## src/rtl/uart_loader.sv

```systemverilog
// Byte-stream program loader: parses A5-framed word loads and the 5A run command,
// drives single-cycle memory writes, holds the core in reset and answers ACK/NAK.
module uart_loader #(
    parameter int unsigned word_width     = 32,
    parameter int unsigned addr_width     = 5,
    parameter int unsigned CLK_FREQ       = 50000000,
    parameter int unsigned TIMEOUT_CYCLES = CLK_FREQ / 100
) (
    input  logic                  clk,
    input  logic                  reset,
    input  logic [7:0]            rx_data,
    input  logic                  rx_valid,
    output logic [7:0]            tx_data,
    output logic                  tx_valid,
    input  logic                  tx_ready,
    output logic                  write,
    output logic [word_width-1:0] operand,
    output logic [addr_width-1:0] operand_addr,
    output logic                  core_reset,
    output logic                  busy
);

    localparam int unsigned TimerW = $clog2(TIMEOUT_CYCLES) + 1;
    localparam logic [7:0]  Ack    = 8'h06;
    localparam logic [7:0]  Nak    = 8'h15;

    typedef enum logic [2:0] {StIdle, StAddr, StData, StCsum, StWrite, StResp} state_e;

    state_e                state_q, state_d;
    logic [7:0]            addr_q, addr_d;
    logic [word_width-1:0] word_q, word_d;
    logic [7:0]            csum_q, csum_d;
    logic [1:0]            idx_q, idx_d;
    logic [TimerW-1:0]     timer_q, timer_d;
    logic [7:0]            tx_data_q, tx_data_d;
    logic                  tx_valid_q, tx_valid_d;
    logic                  core_reset_q, core_reset_d;
    logic                  write_q, write_d;
    logic [word_width-1:0] operand_q, operand_d;
    logic [addr_width-1:0] operand_addr_q, operand_addr_d;
    logic                  timed_out;

    always_ff @(posedge clk) begin
        if (!reset) begin
            state_q        <= StIdle;
            addr_q         <= '0;
            word_q         <= '0;
            csum_q         <= '0;
            idx_q          <= '0;
            timer_q        <= '0;
            tx_data_q      <= '0;
            tx_valid_q     <= 1'b0;
            core_reset_q   <= 1'b1;
            write_q        <= 1'b0;
            operand_q      <= '0;
            operand_addr_q <= '0;
        end else begin
            state_q        <= state_d;
            addr_q         <= addr_d;
            word_q         <= word_d;
            csum_q         <= csum_d;
            idx_q          <= idx_d;
            timer_q        <= timer_d;
            tx_data_q      <= tx_data_d;
            tx_valid_q     <= tx_valid_d;
            core_reset_q   <= core_reset_d;
            write_q        <= write_d;
            operand_q      <= operand_d;
            operand_addr_q <= operand_addr_d;
        end
    end

    always_comb begin
        state_d        = state_q;
        addr_d         = addr_q;
        word_d         = word_q;
        csum_d         = csum_q;
        idx_d          = idx_q;
        timer_d        = timer_q;
        tx_data_d      = tx_data_q;
        tx_valid_d     = 1'b0;
        core_reset_d   = core_reset_q;
        write_d        = 1'b0;
        operand_d      = operand_q;
        operand_addr_d = operand_addr_q;
        timed_out      = 1'b0;

        // Inter-byte watchdog, only armed while a frame is being received.
        if (state_q inside {StAddr, StData, StCsum}) begin
            if (rx_valid) begin
                timer_d = '0;
            end else if (timer_q == TimerW'(TIMEOUT_CYCLES - 1)) begin
                timer_d   = '0;
                timed_out = 1'b1;
            end else begin
                timer_d = timer_q + TimerW'(1);
            end
        end

        unique case (state_q)
            StIdle: begin
                if (rx_valid && rx_data == 8'hA5) begin
                    core_reset_d = 1'b1;
                    csum_d       = '0;
                    timer_d      = '0;
                    state_d      = StAddr;
                end else if (rx_valid && rx_data == 8'h5A) begin
                    core_reset_d = 1'b0;
                    tx_data_d    = Ack;
                    state_d      = StResp;
                end
            end
            StAddr: begin
                if (rx_valid) begin
                    addr_d  = rx_data;
                    csum_d  = csum_q ^ rx_data;
                    idx_d   = '0;
                    state_d = StData;
                end
            end
            StData: begin
                if (rx_valid) begin
                    word_d[{idx_q, 3'b000} +: 8] = rx_data;
                    csum_d = csum_q ^ rx_data;
                    idx_d  = idx_q + 2'd1;
                    if (idx_q == 2'd3) state_d = StCsum;
                end
            end
            StCsum: begin
                if (rx_valid) begin
                    if (rx_data == csum_q && (addr_q >> addr_width) == 8'd0) begin
                        state_d = StWrite;
                    end else begin
                        tx_data_d = Nak;
                        state_d   = StResp;
                    end
                end
            end
            StWrite: begin
                write_d        = 1'b1;
                operand_d      = word_q;
                operand_addr_d = addr_q[addr_width-1:0];
                tx_data_d      = Ack;
                state_d        = StResp;
            end
            StResp: begin
                // tx_valid rises one cycle after entry and holds until accepted.
                if (tx_valid_q && tx_ready) begin
                    state_d = StIdle;
                end else begin
                    tx_valid_d = 1'b1;
                end
            end
            default: state_d = StIdle;
        endcase

        if (timed_out) state_d = StIdle;
    end

    assign tx_data      = tx_data_q;
    assign tx_valid     = tx_valid_q;
    assign write        = write_q;
    assign operand      = operand_q;
    assign operand_addr = operand_addr_q;
    assign core_reset   = core_reset_q;
    assign busy         = (state_q != StIdle);

endmodule

```

## config.mk

```make
export PLATFORM = sky130hd
export DESIGN_NAME = uart_loader
export DESIGN_NICKNAME = d
export VERILOG_FILES = /design/src/rtl/uart_loader.sv
export SDC_FILE = /design/constraint.sdc
export NUM_CORES = 1
export LEC_CHECK = 0
export ABC_AREA = 1
export CELL_PAD_IN_SITES_DETAIL_PLACEMENT = 1
export CELL_PAD_IN_SITES_GLOBAL_PLACEMENT = 2
export CORE_MARGIN = 2
export CORE_UTILIZATION = 25
export DETAILED_ROUTE_END_ITERATION = 16
export GPL_TIMING_DRIVEN = 0
export MAX_ROUTING_LAYER = met4
export PLACE_DENSITY_LB_ADDON = 0.1
export SYNTH_ARGS = -nofsm -noshare
export SYNTH_HDL_FRONTEND = slang
export SYNTH_SLANG_ARGS = --single-unit
```

## constraint.sdc

```tcl
create_clock -name clk -period 2.4 [get_ports clk]
set_clock_uncertainty 0.2 [all_clocks]
set_input_delay 0.24 -clock clk [delete_from_list [all_inputs] [get_ports clk]]
set_output_delay 0.24 -clock clk [all_outputs]
set_load 0.03 [all_outputs]
```

== Word level (Yosys, flattened, before mapping) ==
Cells that the tools add are included.

* Bits of input ports: 12
* Register bits: 121
* Output and inout bits: 49
* Word-level logic and storage cells: 95

* Muxes and demuxes: 33
* Shift operators: 2
* Add/sub/neg operators: 3
* Bitwise gates (word level): 2
* Reduce and logical (&&, ||, !) cells: 22
* Equality and inequality tests: 21

{| class="wikitable"
|+ Operators by type and width
! kind !! count
|-
| 2-to-1 mux 20 bit || 5
|-
| 2-to-1 mux 8 bit || 6
|-
| bitwise mux 32 bit || 1
|-
| variable shift 8 x 7 -> 32 bit (first input constant) || 1
|-
| indexed part select 8 x 7 -> 32 bit || 1
|-
| one-hot mux 8 bit (3 select lines) || 1
|-
| 2-to-1 mux 3 bit || 7
|-
| adder 20 x 1 -> 20 bit (second input constant) || 1
|-
| equality test 20 x 19 -> 1 bit (second input constant) || 1
|-
| one-hot mux 3 bit (6 select lines) || 1
|-
| inequality test 2 bit (second input constant) || 8
|-
| one-hot mux 8 bit (2 select lines) || 1
|-
| nonzero test 3 bit || 3
|-
| equality test 8 x 7 -> 1 bit (second input constant) || 1
|-
| equality test 8 bit || 1
|-
| equality test 8 bit (second input constant) || 1
|-
| zero test 8 bit || 1
|-
| 2-to-1 mux 1 bit || 8
|-
| AND reduction 2 bit || 4
|-
| XOR 8 bit || 1
|-
| negation 5 -> 7 bit || 1
|-
| equality test 3 x 2 -> 1 bit (second input constant) || 2
|-
| equality test 3 bit (second input constant) || 2
|-
| AND reduction 3 bit || 2
|-
| other kinds (14) || 22
|}

== Longest topological paths before layout ==
Gate-level depths: netlist of the first run.

* Word-level depth: 6
* Depth in mapped cells: 10
* Mapped depth without buffers: 10

== Least setup slack after synthesis of the first run ==
Ideal clock, no wire load.

* Path kind: flip-flop to flip-flop
* Start point: register idx_q[0]
* End point: register word_q[29]
* Setup time: 0.070 ns
* Buffers on the path: 0
* Arrival: 1.663 ns
* Setup slack: 0.466 ns
* Period minus slack after synthesis: 1.934 ns
* Data required time: 2.130 ns
* Cell stages (with the launch flop): 8
* Cells stage by stage: dfxtp_1 > inv_2 > ha_1 > inv_1 > nand2_1 > nor2_1 > or3b_2 > a21oi_1

* Word-level cells in the longest chain between the ends: 3
* Elaborated cells between the ends (all ways): 4
* Those cells by class: 1 x add/sub; 2 x shift; 1 x mux

{| class="wikitable"
|+ RTL lines
! element !! line !! source
|-
| from (decl) || 33 || <nowiki>logic [1:0] idx_q, idx_d;</nowiki>
|-
| from (signal assigned) || 62 || <nowiki>idx_q <= idx_d;</nowiki>
|-
| negation 5 -> 7 bit * || 123 || <nowiki>word_d[{idx_q, 3'b000} +: 8] = rx_data;</nowiki>
|-
| indexed part select 8 x 7 -> 32 bit / variable shift 8 x 7 -> 32 bit (equally long branches) || 123 ||
|-
| bitwise mux 32 bit * || 123 ||
|-
| to (signal assigned) || 60 || <nowiki>word_q <= word_d;</nowiki>
|-
| to (decl) || 31 || <nowiki>logic [word_width-1:0] word_q, word_d;</nowiki>
|}

Mark *: on every way between the ends. The rest lies on a longest branch, timed or not.
A chain may end at the register's enable or synchronous reset.

== Final worst setup path of the first run ==
* Start point: register state_q[0]
* End point: output port busy

* Word-level cells in the longest chain between the ends: 1

{| class="wikitable"
|+ RTL lines
! element !! line !! source
|-
| from (decl) || 29 || <nowiki>state_e state_q, state_d;</nowiki>
|-
| from (signal assigned) || 45 || <nowiki>state_q <= StIdle;</nowiki>
|-
| from (signal assigned) || 58 || <nowiki>state_q <= state_d;</nowiki>
|-
| nonzero test 3 bit || 166 || <nowiki>assign busy = (state_q != StIdle);</nowiki>
|-
| to (decl) || 20 || <nowiki>output logic busy</nowiki>
|}

Every way passes these cells.

==> out/metrics.csv, run 1 <==
stage,metric,value,unit
placement,place_congestion,0.827,
cts,clock-sinks,116,
worst_setup_path,worst-endpoint-arrival,1810,ps
worst_setup_path,crit-reg2reg-launch,idx_q[0],
worst_setup_path,regToRegSetupSlack,170,ps
worst_hold_path,hold-path-cell-count,2,
logic_synthesis,synth_edf_count,0,
route,drt-pass1-iter-count,4,
worst_setup_path,critPathSlowestCell,sky130_fd_sc_hd__dlygate4sd2_1,
timing,period_needed,2250,ps
logic_synthesis,part_of_the_yosys_area_used_for_sequential_elements,0.456,
global_routing,grt_use_total,0.158,
timing,max_clock_freq,444,MHz
layout,final_nets,796,
cts,htree_num_levels,4,
logic_synthesis,netlist_area,5090,um^2
cts,cts-root-to-sink-buffers,2,
route,drc,0,
timing,final-setup-viol-count,0,
layout,non_filler_cell_area_final,6550,um^2
timing,fin_ws,147,ps
worst_setup_path,critical_path.cell_chain,"nor2_2, inv_1, nor2_1, inv_1, dlygate4sd2_1",
global_routing,maximum_number_of_pins_on_one_net_before_global_route_repair,17,
cts,cts_tree,done,
die,total_i_o_pin_count,61,
worst_setup_path,critical_path.max_fanout,5,
timing,final.period_utilization,0.939,
global_routing,grt_first_pass_wirelength,26000,um
worst_setup_path,r2r_cells,7,
die,placement_rows,52,
route,drt.antenna.violating_nets,0,
layout,fillCellCount,2445,
power,report.power.total,0.00679,W
worst_setup_path,critPathLaunchType,flop,
route,wl,15800,um
global_routing,number_of_global_route_vias_before_repair,4996,
cts,cts-root-buf,sky130_fd_sc_hd__clkbuf_16,
logic_synthesis,synthDominantAreaCellType,sky130_fd_sc_hd__dfxtp_1,
logic_synthesis,yosysWarningCount,0,
die,chipWidth,147,um
worst_setup_path,timing.critical_path.to_type,output pin,
cts,cts-hold-fix-buffers,0,
die,core_region_area,20100,um^2
timing,finalHoldViolCount,0,
placement,detailedPlacementHpwl,12100,um
logic_synthesis,syn-instance-count,700,
logic_synthesis,synth_top_flop_cell,sky130_fd_sc_hd__dfxtp_1,
die,start_util,0.253,
logic_synthesis,synthesis.area_per_instance,7.27,um^2
global_routing,gr-total-overflow,0,
worst_setup_path,crit_top_cell,sky130_fd_sc_hd__inv_1,
placement,buffer_ports.inserted,56,
timing,report.final.slew_viol_count,0,
outcome,status,"complete, no violations",
logic_synthesis,synth-seq-cells,116,
worst_hold_path,min_delay_endpoint,tx_data[1],
power,power-per-cell-area,1040,nW/um^2
logic_synthesis,synth.top_cells.by_area,"sky130_fd_sc_hd__dfxtp_1 46%, sky130_fd_sc_hd__nor2_1 9.6%, sky130_fd_sc_hd__nand2_1 8.2%",
layout,antenna_cells,0,
cts,numCtsBuffers,17,
route,dr_total_vias,4767,
die,die-area,21500,um^2
worst_setup_path,worst-setup-path-type,reg2out,
layout,final_core_utilization,0.326,
cts,clk_pin_slew,50,ps
worst_hold_path,min-delay-path-class,reg2reg,
placement,placedInstanceArea,6000,um^2
placement,dpl_ws,-239,ps
route,drt_iter0_drc,212,
logic_synthesis,synth.distinct_cells,36,
layout,drive_above_1_share,0.0801,
worst_setup_path,critical-path-max-stage-delay,380,ps
worst_setup_path,worstPathRequired,1960,ps
timing,worst_slew_pin_slew,628,ps
power,vdd_ir_drop_max,493,uV
worst_setup_path,r2r_end,word_q[29],
worst_hold_path,hold_start,tx_data[1],
timing,slew-limit-headroom,0.581,
job,max_cap_violations,0,
layout,layout-area-overhead-vs-synth,28.8,%
cts,clk-insertion-delay-late,410,ps
route,routed_wire_length_per_instance,14.9,um
power,leakage,2.44,nW
route,viasPerCell,4.51,
logic_synthesis,netlist.area_leader.share,0.456,
die,die_h,147,um
cts,cts_setup_buffers,0,
logic_synthesis,postSynth.asyncResetShare,0,
global_routing,grt_antenna_before_repair,0,
timing,grt_setup_unrepaired,no,
## cell usage in the layout, fill, tap and decap left out, types with 3 or more instances in the layout
master                            instances
sky130_fd_sc_hd__nor2_1                 130
sky130_fd_sc_hd__dfxtp_1                115
sky130_fd_sc_hd__nand2_1                111
sky130_fd_sc_hd__o21ai_0                 63
sky130_fd_sc_hd__a21oi_1                 63
sky130_fd_sc_hd__inv_1                   60
sky130_fd_sc_hd__clkdlybuf4s50_1         55
sky130_fd_sc_hd__nand3_1                 37
sky130_fd_sc_hd__clkbuf_1                21
sky130_fd_sc_hd__clkbuf_16               17
sky130_fd_sc_hd__nand4_1                 12
sky130_fd_sc_hd__nor3_1                  10
sky130_fd_sc_hd__xor2_1                   8
sky130_fd_sc_hd__o21ai_1                  8
sky130_fd_sc_hd__ha_1                     7
sky130_fd_sc_hd__or3_1                    6
sky130_fd_sc_hd__buf_4                    5
sky130_fd_sc_hd__clkbuf_8                 5
sky130_fd_sc_hd__or3b_2                   4
sky130_fd_sc_hd__conb_1                   4
sky130_fd_sc_hd__inv_2                    3
sky130_fd_sc_hd__nand2_4                  3
sky130_fd_sc_hd__nand2_2                  3
sky130_fd_sc_hd__buf_6                    3
sky130_fd_sc_hd__buf_2                    3
sky130_fd_sc_hd__a211oi_1                 3
sky130_fd_sc_hd__or2_2                    3
## cells in the mapped netlist, drive strengths merged, types with 6 or more instances
| cell type | count |
|---|---|
| nand4 | 12 |
| o21ai | 71 |
| nor3 | 12 |
| or3b | 6 |
| or3 | 6 |
| inv | 63 |
| nand3 | 37 |
| clkbuf | 21 |
| ha | 7 |
| nand2 | 117 |
| nor2 | 134 |
| dfxtp | 116 |
| buf | 12 |
| xor2 | 8 |
| a21oi | 63 |
## sequential cells by signal, summed over array words and instances (netlist names)
| register | count |
|---|---|
| operand | 32 |
| word_q | 32 |
| timer_q | 20 |
| addr_q | 8 |
| csum_q | 8 |
| operand_addr | 5 |
| state_q | 3 |
| tx_data | 3 |
| idx_q | 2 |
| core_reset | 1 |
| tx_valid | 1 |
| write | 1 |
## cell families after synthesis
logic type | count (synthesis) | share of synthesized area
adders and majority gates | 7 | 0.0172
and+or+nand+nor | 333 | 0.293
buffers and inverters | 96 | 0.0797
AOI/OAI and AO/OA | 139 | 0.139
other | 1 | 0.000737
xor gates and xnor gates | 8 | 0.0138
DFF | 116 | 0.456
## routing by layer
layer / share of wire / track usage / vias to the layer above / wire [um]
li1: - / - / 2420 / -
met1: 0.49 / 0.201 / 2269 / 7740
met2: 0.47 / 0.254 / 61 / 7410
met3: 0.026 / 0.0291 / 17 / 409
met4: 0.014 / 0.0529 / 0 / 219
met5: 0 / - / - / 0
## power breakdown
group | internal (W) | switching [W]
Combinational | 0.000725 | 0.00126
Clock | 0.00154 | 0.000851
Sequential | 0.00224 | 0.000179
Total | 0.00450 | 0.00229
## metrics by stage
stage	hold slack [ps]	setup TNS, ps	std cells
after floorplan	208	0	703
after global placement	238	-2420	1029
after detailed placement	240	-3880	1029
after CTS	251	0	1058
after global routing	272	0	1057
final	244	0	1057
## worst max-delay path by stage
stage,start,endpoint,slack [ps],cells after the start
4_1_cts,idx_q[0],word_q[24],80,7
6_report,state_q[0],busy,150,5
2_1_floorplan,idx_q[0],word_q[29],470,7
3_5_place_dp,rx_data[6],timer_q[9],-240,9
5_1_grt,state_q[0],busy,30,5
3_3_place_gp,rx_data[3],csum_q[7],-180,11
## layout make-up
class	count	area, um^2	share of cell area
clock buffers	25	505	0.0771
repair buffers	56	559	0.0853
multi-input cells	491	2380	0.363
plain buffers	32	168	0.0256
clock inverters	4	47.5	0.00725
well taps	270	338	0.0515
inverters	63	236	0.0361
flip-flops and latches	116	2320	0.355
## what timing repair did
action | CTS | global route
gates resized for setup | 2 | 4
endpoints found under the hold margin | 0 | 0
endpoints found under the setup margin | 2 | 15
## worst max-delay path: cells and delay by family, from the launching register on
kind	cells	cell delay, ps
AND/OR/NAND/NOR	2	450
flip-flops	1	360
buffers and inverters	3	590
Note: power is estimated with default switching activity, not from simulation.
==> inputs of run 2 (changes only) <==
--- a/config.mk
+++ b/config.mk
@@ -10,7 +10,9 @@
 export CELL_PAD_IN_SITES_GLOBAL_PLACEMENT = 2
 export CORE_MARGIN = 2
 export CORE_UTILIZATION = 25
+export CTS_CLUSTER_SIZE = 28
 export DETAILED_ROUTE_END_ITERATION = 16
+export DONT_BUFFER_PORTS = 1
 export GPL_TIMING_DRIVEN = 0
 export MAX_ROUTING_LAYER = met4
 export PLACE_DENSITY_LB_ADDON = 0.1
==> run 2 against run 1 <==
Fmax is 0.31% higher; power decreased by 3.8%; wire length grew 2.6%; cell area is 6.6% lower; core utilization shrank 2.2 points; clock power grew 5%; register-to-register slack got worse by 20 ps; count of clock-buffer cells in the layout down 3; global-route usage rose by 0.31 points; via count down 3.2%; hold slack worse by 240 ps; sequential share of layout area increased by 2.5 points; critical endpoint is now word_q[25].
==> out/metrics.csv, run 2 (synthesized netlist as in run 1, its figures left out) <==
stage,metric,value,unit
global_routing,grt_use_total,0.161,
route,viasPerCell,4.55,
cts,htree_num_levels,4,
timing,finalHoldViolCount,0,
global_routing,maximum_number_of_pins_on_one_net_before_global_route_repair,17,
worst_setup_path,crit_buf_inv,2,
route,dr_total_vias,4614,
layout,multiInputGateArea,2370,um^2
route,drt-pass1-iter-count,4,
worst_hold_path,min_delay_endpoint,core_reset,
worst_setup_path,regToRegSetupSlack,150,ps
worst_setup_path,timing.critical_path.to_type,flop,
die,placement_rows,52,
worst_setup_path,r2r_end,word_q[25],
worst_setup_path,worst_path_dominant_cell_family,simple AND/OR/NAND/NOR gates,
global_routing,number_of_global_route_vias_before_repair,4822,
timing,grt_setup_unrepaired,no,
route,drt.antenna.violating_nets,0,
timing,max_clock_freq,445,MHz
worst_setup_path,critical-path-max-stage-delay,480,ps
worst_hold_path,hold-path-cell-count,4,
die,die-area,21500,um^2
route,routed_wire_length_per_instance,16.0,um
placement,dpl_ws,4.07,ps
layout,layout_commonest_cell,sky130_fd_sc_hd__nor2_1,
cts,numCtsBuffers,17,
layout,final_nets,752,
global_routing,grt_antenna_before_repair,1,
route,wl,16200,um
power,power-per-cell-area,1070,nW/um^2
die,core_region_area,20100,um^2
route,drt_iter0_drc,209,
cts,cts_tree,done,
layout,layout-area-overhead-vs-synth,20.3,%
worst_setup_path,critical_path.cell_chain,"inv_2, ha_1, inv_1, nand2_1, nor2_1, or3b_2, a21oi_1",
timing,final.period_utilization,0.936,
timing,tns,0,ps
timing,fin_ws,154,ps
worst_setup_path,crit-reg2reg-launch,idx_q[0],
worst_setup_path,critPathSlowestCell,sky130_fd_sc_hd__or3b_2,
power,report.power.total,0.00653,W
layout,finish.cell_count_without_fillers,1013,
die,chipWidth,147,um
timing,worst_slew_pin_slew,638,ps
worst_setup_path,critical_path.max_fanout,12,
global_routing,grt_first_pass_wirelength,26000,um
placement,buffer_ports.inserted,0,
layout,ff_latch_area,2320,um^2
die,total_i_o_pin_count,61,
die,start_util,0.253,
cts,clk_pin_slew,50,ps
worst_setup_path,worstPathRequired,2530,ps
cts,cts-root-buf,sky130_fd_sc_hd__clkbuf_16,
worst_hold_path,min-delay-path-class,in2reg,
timing,final-setup-viol-count,0,
worst_setup_path,r2r_cells,7,
cts,clock-sinks,116,
route,drc,0,
layout,layout_common_cells,"129 x sky130_fd_sc_hd__nor2_1, 115 x sky130_fd_sc_hd__dfxtp_1, 111 x sky130_fd_sc_hd__nand2_1",
cts,cts-root-to-sink-buffers,2,
job,max_cap_violations,0,
timing,report.final.slew_viol_count,0,
layout,drive_above_1_share,0.0849,
worst_setup_path,worst-setup-path-type,reg2reg,
power,leakage,2.29,nW
layout,fillCellCount,2429,
placement,placedInstanceArea,5440,um^2
outcome,status,"complete, no violations",
worst_setup_path,worst-endpoint-arrival,2380,ps
placement,place.detailed.instances,973,
timing,slew-limit-headroom,0.575,
worst_setup_path,critPathLaunchType,flop,
global_routing,gr-total-overflow,0,
cts,clk-insertion-delay-late,420,ps
placement,place_congestion,0.800,
die,die_h,147,um
layout,non_filler_cell_area_final,6120,um^2
worst_hold_path,hold_start,rx_data[2],
power,vdd_ir_drop_max,485,uV
placement,detailedPlacementHpwl,12100,um
timing,period_needed,2250,ps
==> run 2: cell count changes in the layout (fill, tap and decap cells not counted), moves of 2 or more <==
cell,change
sky130_fd_sc_hd__clkdlybuf4s50_1,-55
sky130_fd_sc_hd__clkbuf_8,-3
sky130_fd_sc_hd__dlygate4sd3_1,+10
sky130_fd_sc_hd__clkbuf_1,+2
sky130_fd_sc_hd__bufinv_16,+2
==> run 2: area by class of cell <==
class	instances	area share
Clock inverter	6	0.0172
Inverter	63	0.0386
Sequential cell	116	0.380
Tap cell	270	0.0552
Timing Repair Buffer	11	0.0176
Buffer	33	0.0278
Antenna cell	1	0.000409
Multi-Input combinational cell	491	0.388
Clock buffer	22	0.0758
==> run 2: worst max-delay path by stage <==
stage,cells after the start,slack [ps],start,endpoint
3_3_place_gp,8,50,idx_q[0],word_q[11]
4_1_cts,9,50,state_q[0],timer_q[17]
6_report,7,150,idx_q[0],word_q[25]
5_1_grt,7,40,state_q[0],operand_addr[4]
3_5_place_dp,8,4,idx_q[0],word_q[11]
2_1_floorplan,7,470,idx_q[0],word_q[29]
==> run 2: layer usage <==
layer | GRT usage | part of all wire | up-vias
li1 | - | - | 2332
met1 | 0.203 | 0.49 | 2201
met2 | 0.250 | 0.46 | 65
met3 | 0.0475 | 0.042 | 16
met5 | - | 0 | -
met4 | 0.0471 | 0.014 | 0
==> run 2: power by group <==
part / total (W) / internal, W / switching (W)
Sequential: 0.00288 / 0.00224 / 0.000636
Clock: 0.00251 / 0.00166 / 0.000857
Combinational: 0.00114 / 0.000384 / 0.000757
==> run 2: per-stage QoR <==
step / util / hold WS, ps
finish: 0.304 / 6.64
global route: 0.304 / 62.0
CTS: 0.304 / 4.70
detailed placement: 0.270 / 254
global placement: 0.270 / 250
floorplan: - / 208
==> run 2: worst register-to-register path, cell delays in order (launching register included) <==
cell and delay (ps):
sky130_fd_sc_hd__dfxtp_2 400, sky130_fd_sc_hd__inv_2 130, sky130_fd_sc_hd__ha_1 290, sky130_fd_sc_hd__inv_1 180, sky130_fd_sc_hd__nand2_1 130, sky130_fd_sc_hd__nor2_1 230, sky130_fd_sc_hd__or3b_2 480, sky130_fd_sc_hd__a21oi_1 130
==> run 2: timing repair <==
action                                  in CTS  in global routing
pin swaps                                    0                  0
gates resized for setup                      1                  3
hold buffers                                10                  0
buffers inserted                             0                  1
hold endpoints to repair                    38                  0
endpoints found under the setup margin       2                 25
cloned                                       0                  0
